File: src/rtl/anc_mac_pkg.sv
// -----------------------------------------------------------------------------
// anc_mac_pkg
// Shared types and constants for the FIR MAC scheduler of the ANC datapath.
//   state_e  : scheduler FSM states (IDLE, FETCH, MAC, DRAIN, OUTPUT)
//   DW       : sample / coefficient width (Q15)
//   PW       : full product width of the external 16x16 multiplier
//   FRAC     : fractional bits dropped when returning to Q15
//   Q15_MAX / Q15_MIN : clamp limits of a Q15 result
// -----------------------------------------------------------------------------
package anc_mac_pkg;

    localparam int DW   = 16;
    localparam int PW   = 32;
    localparam int FRAC = 15;

    localparam logic signed [DW-1:0] Q15_MAX = 16'sh7FFF;
    localparam logic signed [DW-1:0] Q15_MIN = 16'sh8000;

    typedef enum logic [2:0] {
        IDLE   = 3'd0,
        FETCH  = 3'd1,
        MAC    = 3'd2,
        DRAIN  = 3'd3,
        OUTPUT = 3'd4
    } state_e;

endpackage

File: src/rtl/fir_delay_line.sv
// -----------------------------------------------------------------------------
// fir_delay_line
// NTAPS x DW sample shift register. x[0] holds the newest sample; a shift
// moves every sample one tap older and drops the oldest one.
//   clk_i      : clock, rising edge
//   rst_ni     : asynchronous active-low reset, clears all taps
//   shift_en_i : shift din_i into x[0]
//   clr_i      : synchronous clear of all taps (has priority over shift)
//   din_i      : new sample
//   rd_idx_i   : tap index for the combinational read port
//   rd_data_o  : x[rd_idx_i]
// -----------------------------------------------------------------------------
module fir_delay_line
    import anc_mac_pkg::*;
#(
    parameter int  NTAPS = 8,
    localparam int CAW   = $clog2(NTAPS)
) (
    input  logic           clk_i,
    input  logic           rst_ni,
    input  logic           shift_en_i,
    input  logic           clr_i,
    input  logic [DW-1:0]  din_i,
    input  logic [CAW-1:0] rd_idx_i,
    output logic [DW-1:0]  rd_data_o
);

    logic [DW-1:0] taps_q [NTAPS];

    always_ff @(posedge clk_i or negedge rst_ni) begin
        if (!rst_ni) begin
            for (int i = 0; i < NTAPS; i++) taps_q[i] <= '0;
        end else if (clr_i) begin
            for (int i = 0; i < NTAPS; i++) taps_q[i] <= '0;
        end else if (shift_en_i) begin
            taps_q[0] <= din_i;
            for (int i = 1; i < NTAPS; i++) taps_q[i] <= taps_q[i-1];
        end
    end

    // NTAPS is a power of two, so every rd_idx_i value is a valid tap.
    assign rd_data_o = taps_q[rd_idx_i];

endmodule

File: src/rtl/fir_mac_scheduler.sv
// -----------------------------------------------------------------------------
// fir_mac_scheduler
// Time-multiplexes one external 16x16 signed multiplier over NTAPS FIR taps
// for each accepted Q15 sample and returns a Q15 result.
//
// Optional feature macro: FIR_MAC_SATURATE_EN
//   defined   : result clamps to [-32768, 32767], sat_flag is sticky on clamp
//   undefined : result is the low 16 bits of (acc >>> 15), sat_flag = 0
//
// Ports:
//   clk, rst (async, active-low)
//   in_valid / in_data / in_ready    : sample input, in_ready only in IDLE
//   coef_addr / coef_data            : coefficient RAM, 1-cycle sync read
//   mul_a / mul_b / mul_p            : external multiplier, MULT_LAT cycles
//   out_valid / out_data / out_ready : result output, held while stalled
//   busy        : high in every state except IDLE
//   sat_flag    : sticky saturation indicator
//   dbg_state_o : current FSM state
//
// Handshake: a transfer happens on a rising edge where valid and ready are
// both high; valid and data are held until that edge.
//
// Schedule for a sample accepted at edge T:
//   FETCH  : 1 cycle, coef_addr = 0
//   MAC    : NTAPS cycles, tap k: mul_a = x[k], mul_b = coef k, addr = k+1
//   DRAIN  : until the last product has been accumulated (absent if
//            MULT_LAT = 0)
//   OUTPUT : out_valid from cycle T+2+NTAPS+MULT_LAT until accepted
// -----------------------------------------------------------------------------
module fir_mac_scheduler
    import anc_mac_pkg::*;
#(
    parameter int  NTAPS    = 8,
    parameter int  MULT_LAT = 1,
    parameter int  ACCW     = 40,
    localparam int CAW      = $clog2(NTAPS)
) (
    input  logic           clk,
    input  logic           rst,
    input  logic           in_valid,
    input  logic [DW-1:0]  in_data,
    output logic           in_ready,
    output logic [CAW-1:0] coef_addr,
    input  logic [DW-1:0]  coef_data,
    output logic [DW-1:0]  mul_a,
    output logic [DW-1:0]  mul_b,
    input  logic [PW-1:0]  mul_p,
    output logic           out_valid,
    output logic [DW-1:0]  out_data,
    input  logic           out_ready,
    output logic           busy,
    output logic           sat_flag,
    output state_e         dbg_state_o
);

    state_e                  state_q, state_d;
    logic [CAW-1:0]          cnt_q;
    logic [CAW-1:0]          coef_addr_q;
    logic signed [ACCW-1:0]  acc_q, acc_d;
    logic                    in_ready_q, busy_q, out_valid_q;
    logic [DW-1:0]           out_data_q;
    logic [DW-1:0]           res_d;
    logic [DW-1:0]           tap_rd;
    logic signed [ACCW-1:0]  prod_ext;
    logic                    accept;
    logic                    tag_emerge;
    logic                    tags_pending;
    logic                    load_out;

    assign accept   = in_valid && in_ready_q;
    assign prod_ext = ACCW'($signed(mul_p));

    fir_delay_line #(
        .NTAPS (NTAPS)
    ) u_delay_line (
        .clk_i      (clk),
        .rst_ni     (rst),
        .shift_en_i (accept),
        .clr_i      (1'b0),
        .din_i      (in_data),
        .rd_idx_i   (cnt_q),
        .rd_data_o  (tap_rd)
    );

    // Each MAC cycle launches a tag alongside its operands; the tag comes out
    // of the pipe in the same cycle the matching product is on mul_p.
    generate
        if (MULT_LAT == 0) begin : g_comb_mult
            assign tag_emerge   = (state_q == MAC);
            assign tags_pending = 1'b0;
        end else begin : g_tag_pipe
            logic [MULT_LAT-1:0] tag_q;

            always_ff @(posedge clk or negedge rst) begin
                if (!rst) begin
                    tag_q <= '0;
                end else begin
                    tag_q[0] <= (state_q == MAC);
                    for (int i = 1; i < MULT_LAT; i++) tag_q[i] <= tag_q[i-1];
                end
            end

            assign tag_emerge = tag_q[MULT_LAT-1];

            // Tags still in flight behind the one retiring this cycle.
            always_comb begin
                tags_pending = 1'b0;
                for (int i = 0; i < MULT_LAT - 1; i++) begin
                    tags_pending = tags_pending | tag_q[i];
                end
            end
        end
    endgenerate

    always_comb begin
        state_d = state_q;
        unique case (state_q)
            IDLE:    if (accept) state_d = FETCH;
            FETCH:   state_d = MAC;
            MAC:     if (cnt_q == CAW'(NTAPS - 1)) state_d = (MULT_LAT == 0) ? OUTPUT : DRAIN;
            DRAIN:   if (!tags_pending) state_d = OUTPUT;
            OUTPUT:  if (out_ready) state_d = IDLE;
            default: state_d = IDLE;
        endcase
    end

    always_comb begin
        acc_d = acc_q;
        if (accept) begin
            acc_d = '0;
        end else if (tag_emerge) begin
            acc_d = acc_q + prod_ext;
        end
    end

    // acc_d already holds the final sum on the edge that enters OUTPUT.
    assign load_out = (state_d == OUTPUT) && (state_q != OUTPUT);

`ifdef FIR_MAC_SATURATE_EN
    logic signed [ACCW-1:0] acc_sh;
    logic                   clamp_d;
    logic                   sat_q;

    always_comb begin
        acc_sh  = acc_d >>> FRAC;
        clamp_d = 1'b0;
        res_d   = acc_sh[DW-1:0];
        if (acc_sh > ACCW'(Q15_MAX)) begin
            res_d   = Q15_MAX;
            clamp_d = 1'b1;
        end else if (acc_sh < ACCW'(Q15_MIN)) begin
            res_d   = Q15_MIN;
            clamp_d = 1'b1;
        end
    end

    always_ff @(posedge clk or negedge rst) begin
        if (!rst) begin
            sat_q <= 1'b0;
        end else if (load_out && clamp_d) begin
            sat_q <= 1'b1;
        end
    end

    assign sat_flag = sat_q;
`else
    // Wrap-around: bits [FRAC +: DW] are the low 16 bits of acc >>> FRAC.
    always_comb res_d = acc_d[FRAC +: DW];

    assign sat_flag = 1'b0;
`endif

    always_ff @(posedge clk or negedge rst) begin
        if (!rst) begin
            state_q     <= IDLE;
            cnt_q       <= '0;
            coef_addr_q <= '0;
            acc_q       <= '0;
            in_ready_q  <= 1'b0;
            busy_q      <= 1'b0;
            out_valid_q <= 1'b0;
            out_data_q  <= '0;
        end else begin
            state_q     <= state_d;
            acc_q       <= acc_d;
            cnt_q       <= (state_q == MAC) ? cnt_q + 1'b1 : '0;
            // Address runs one tap ahead of the MAC index to hide the RAM
            // read latency; it wraps to 0 on the last MAC cycle.
            coef_addr_q <= (state_d == MAC) ? coef_addr_q + 1'b1 : '0;
            in_ready_q  <= (state_d == IDLE);
            busy_q      <= (state_d != IDLE);
            out_valid_q <= (state_d == OUTPUT);
            if (load_out) out_data_q <= res_d;
        end
    end

    assign mul_a       = (state_q == MAC) ? tap_rd : '0;
    assign mul_b       = (state_q == MAC) ? coef_data : '0;
    assign coef_addr   = coef_addr_q;
    assign in_ready    = in_ready_q;
    assign busy        = busy_q;
    assign out_valid   = out_valid_q;
    assign out_data    = out_data_q;
    assign dbg_state_o = state_q;

endmodule

File: config.mk
export PLATFORM = sky130hd
export DESIGN_NAME = fir_mac_scheduler
export DESIGN_NICKNAME = d
export VERILOG_FILES = /design/src/rtl/anc_mac_pkg.sv /design/src/rtl/fir_delay_line.sv /design/src/rtl/fir_mac_scheduler.sv
export SDC_FILE = /design/constraint.sdc
export NUM_CORES = 1
export LEC_CHECK = 0
export ABC_AREA = 1
export CAP_MARGIN = 10
export CELL_PAD_IN_SITES_DETAIL_PLACEMENT = 1
export CELL_PAD_IN_SITES_GLOBAL_PLACEMENT = 2
export CORE_UTILIZATION = 32
export CTS_CLUSTER_DIAMETER = 200
export DETAILED_ROUTE_END_ITERATION = 6
export GPL_TIMING_DRIVEN = 0
export PLACE_DENSITY_LB_ADDON = 0.1
export SLEW_MARGIN = 20
export SYNTH_ARGS = -nofsm -noshare
export SYNTH_HDL_FRONTEND = slang
export SYNTH_SLANG_ARGS = --single-unit
File: constraint.sdc
create_clock -name clk -period 2.2 [get_ports clk]
set_clock_uncertainty 0.1 [all_clocks]
set_input_delay 0.44 -clock clk [delete_from_list [all_inputs] [get_ports clk]]
set_output_delay 0.44 -clock clk [all_outputs]
set_load 0.1 [all_outputs]
==> summary.txt <==
Clock root cell = clkbuf_16
Met1 Track Usage GR = 26.62%
EDFF count, synth = 0
Worst Path Required = 1.66 ns
Syn nets = 1,544
CP startpoint = cnt_q[0]
Layout fillers = 3,805
Row count = 65
Top cell type's share of synthesized area = 45.25%
Drc violations = 0
Layout area overhead = 42.02%
Startpoint types = register
#FFs+latches synth = 188
Ranking of synthesized cells by area = dfrtp_1, nand2_1, o21ai_0
Grt peak-use layer = met2
Most used DFF post-synth = dfrtp_1
Yosys top cell by area = dfrtp_1
Syn Inst Count = 1,442
Avg Inst Size Synth = 7.210 um2
Final Slew Violations = 0
Layout cell share with drive strength beyond 1 = 21.09%
Tightest Pin Transition = 0.9537 ns
Remaining Overflow, GRT = 0
Critical path class = register to output port
Syn. warnings = 0
Failing checks = setup timing
Run status = complete, but fails checks
Post-route cell area = 14,760 um2
CP Capture Type = output port
R2r startpoint = acc_q[0]
N_diodes = 0
CTS Buf Count = 17
Vias in the first global route = 10,420
Die footprint = 33,210 um2
Via count = 9,774
Critical path fanouts, max = 7
Final Hold Fails = 0
Wire per inst = 17.11 um
Clk pin slew, worst setup/hold paths = 0.08 ns
Fin cells = 2,057
DRT Wirelength = 35,200 um
Die Ht = 182.2 um
First-pass GRT wire length = 56,210 um
Routed Antenna Nets = 0
Final Util = 46.43%
Starting DRT DRC Count = 385
Drt pass-1 iters = 4
Pleak = 6.909 nW
Async set or reset register ratio after synthesis = 100.0%
Pin count of the biggest net entering global routing = 95
Routability cong. = 0.8332
Total track usage = 21.86%
Met2 Usage GRT = 40.72%
Hold Crit Class = primary input to async pin
Inst Count DP = 2,002
Max-cap violations = 0
Placement Setup Slack = -1.342 ns
Max-slew headroom = 36.67%
Most frequent cells in the layout = nand2_1, inv_1, dfrtp_1
Peak supply drop = 1.293 mV
PD cells = 1670 nW/um2
Fin nets = 1,711
Netlist Area Pre-Place = 10,400 um2
Total power = 24.66 mW
Fmax = 0.3853 GHz
Initial antenna violation count = 0
Initial Util = 32.69%
Placed Area = 12,730 um2
# IOs = 126
Tcrit/Tclk final = 118.0%
Worst setup margin = -0.3953 ns
Clock sink count = 188
CORE AREA = 31,800 um2
CTS max path bufs = 2
CTS tree = done
Chip Width = 182.2 um
H-tree depth = 4
Input/output buffers = 123
Tmin final = 2.595 ns
RSZ-0062 raised after global routing = true
CP arrival = 2.06 ns
Synth unique cells = 32
Routing usage on met3 = 3.233%
Setup violators final = 32
Post-DP HPWL = 26,410 um
Commonest non-fill, non-tap cell in the layout = nand2_1
Sequential area share after synthesis = 45.25%
Vias per cell = 4.752
Clk_lat worst skew = 0.45 ns
-- synth_stat cells, types with 3 or more instances --
cell type and count:
nand3_2 4, nand3b_1 4, buf_1 3, ha_1 33, nor2_1 65, o21ai_0 190, xnor2_1 11, nand2_2 9
o21bai_1 3, nor3_1 4, inv_1 216, nand2_1 470, dfrtp_1 188, nand4_1 5, nand3_1 53, clkbuf_1 49
a31oi_1 22, a21oi_1 87, buf_2 9
-- critical path: stages, from the launching register on --
cell     delay (ns)
dfrtp_2        0.48
buf_8          0.18
buf_12         0.14
a21oi_2        0.13
o21ai_1        0.08
nand3_1        0.11
nand2_2        0.09
a31oi_4        0.18
buf_12         0.20
-- metrics by stage --
stage | setup TNS, ns | hold slack (ns)
3_5_place_dp | -80.57 | 0.2332
5_1_grt | -9.617 | 0.3472
6_report | -7.349 | 0.3386
2_1_floorplan | -2.817 | 0.04441
3_3_place_gp | -1555.79 | 0.3503
4_1_cts | -8.126 | 0.3359
-- registers in the layout (all words and copies together) (netlist names) --
register,cells
in_ready,1
u_delay_line.taps_q,128
g_tag_pipe.tag_q,1
cnt_q,3
busy,1
coef_addr,3
dbg_state_o,3
out_valid,1
acc_q,31
out_data,16
-- what timing repair did --
item / 4_1_cts / 5_1_grt
gates resized for setup: 496 / 145
endpoints found under the hold margin: 35 / 0
setup buffers: 11 / 9
pin swaps: 28 / 32
cloned: 1 / 1
endpoints found under the setup margin: 80 / 73
hold buffers: 1 / 0
-- report_power, final --
part	internal, mW	switching (mW)	leakage (nW)
Sequential	5.01	1.05	2.43
Combinational	5.25	10.2	4.19
Clock	1.61	1.55	0.284
-- layout make-up --
class / instances / area, um2 / area share, %
Buffer: 63 / 485.5 / 3.288
Clock buffer: 18 / 429.2 / 2.907
Clock inverter: 14 / 150.1 / 1.017
Inverter: 218 / 839.6 / 5.686
Multi-Input combinational cell: 973 / 5784 / 39.18
Sequential cell: 188 / 4717 / 31.95
Tap cell: 435 / 544.3 / 3.686
Timing Repair Buffer: 148 / 1814 / 12.29
-- cells by family after synthesis --
family | count (synthesis) | share of synthesized area [%]
buffers and inverters | 281 | 10.33
adders and majority gates | 34 | 4.164
DFF | 188 | 45.25
xor gates and xnor gates | 13 | 1.095
other | 1 | 0.03607
AOI/OAI and AO/OA | 306 | 15.21
and+or+nand+nor | 619 | 23.91
-- path summary, 6_finish.rpt --
kind / slack, ns / to / cells past startpoint
setup / recovery: -0.40 / mul_a[10] / 8
hold / removal: 0.34 / acc_q[8] / 2
setup reg to reg: 0.11 / out_data[1] / 15
hold reg to reg: 0.37 / coef_addr[0] / 1
max in group asynchronous: 0.53 / u_delay_line.taps_q[118] / 4
min in group clk: 0.37 / coef_addr[0] / 1
-- per-layer routing --
| layer | up-vias | routed length (um) |
|---|---|---|
| met5 | - | 0 |
| met3 | 20 | 737 |
| met2 | 108 | 18540 |
| met1 | 4762 | 15540 |
| li1 | 4884 | - |
| met4 | 0 | 378 |
Power figures use the tool's default switching activity.
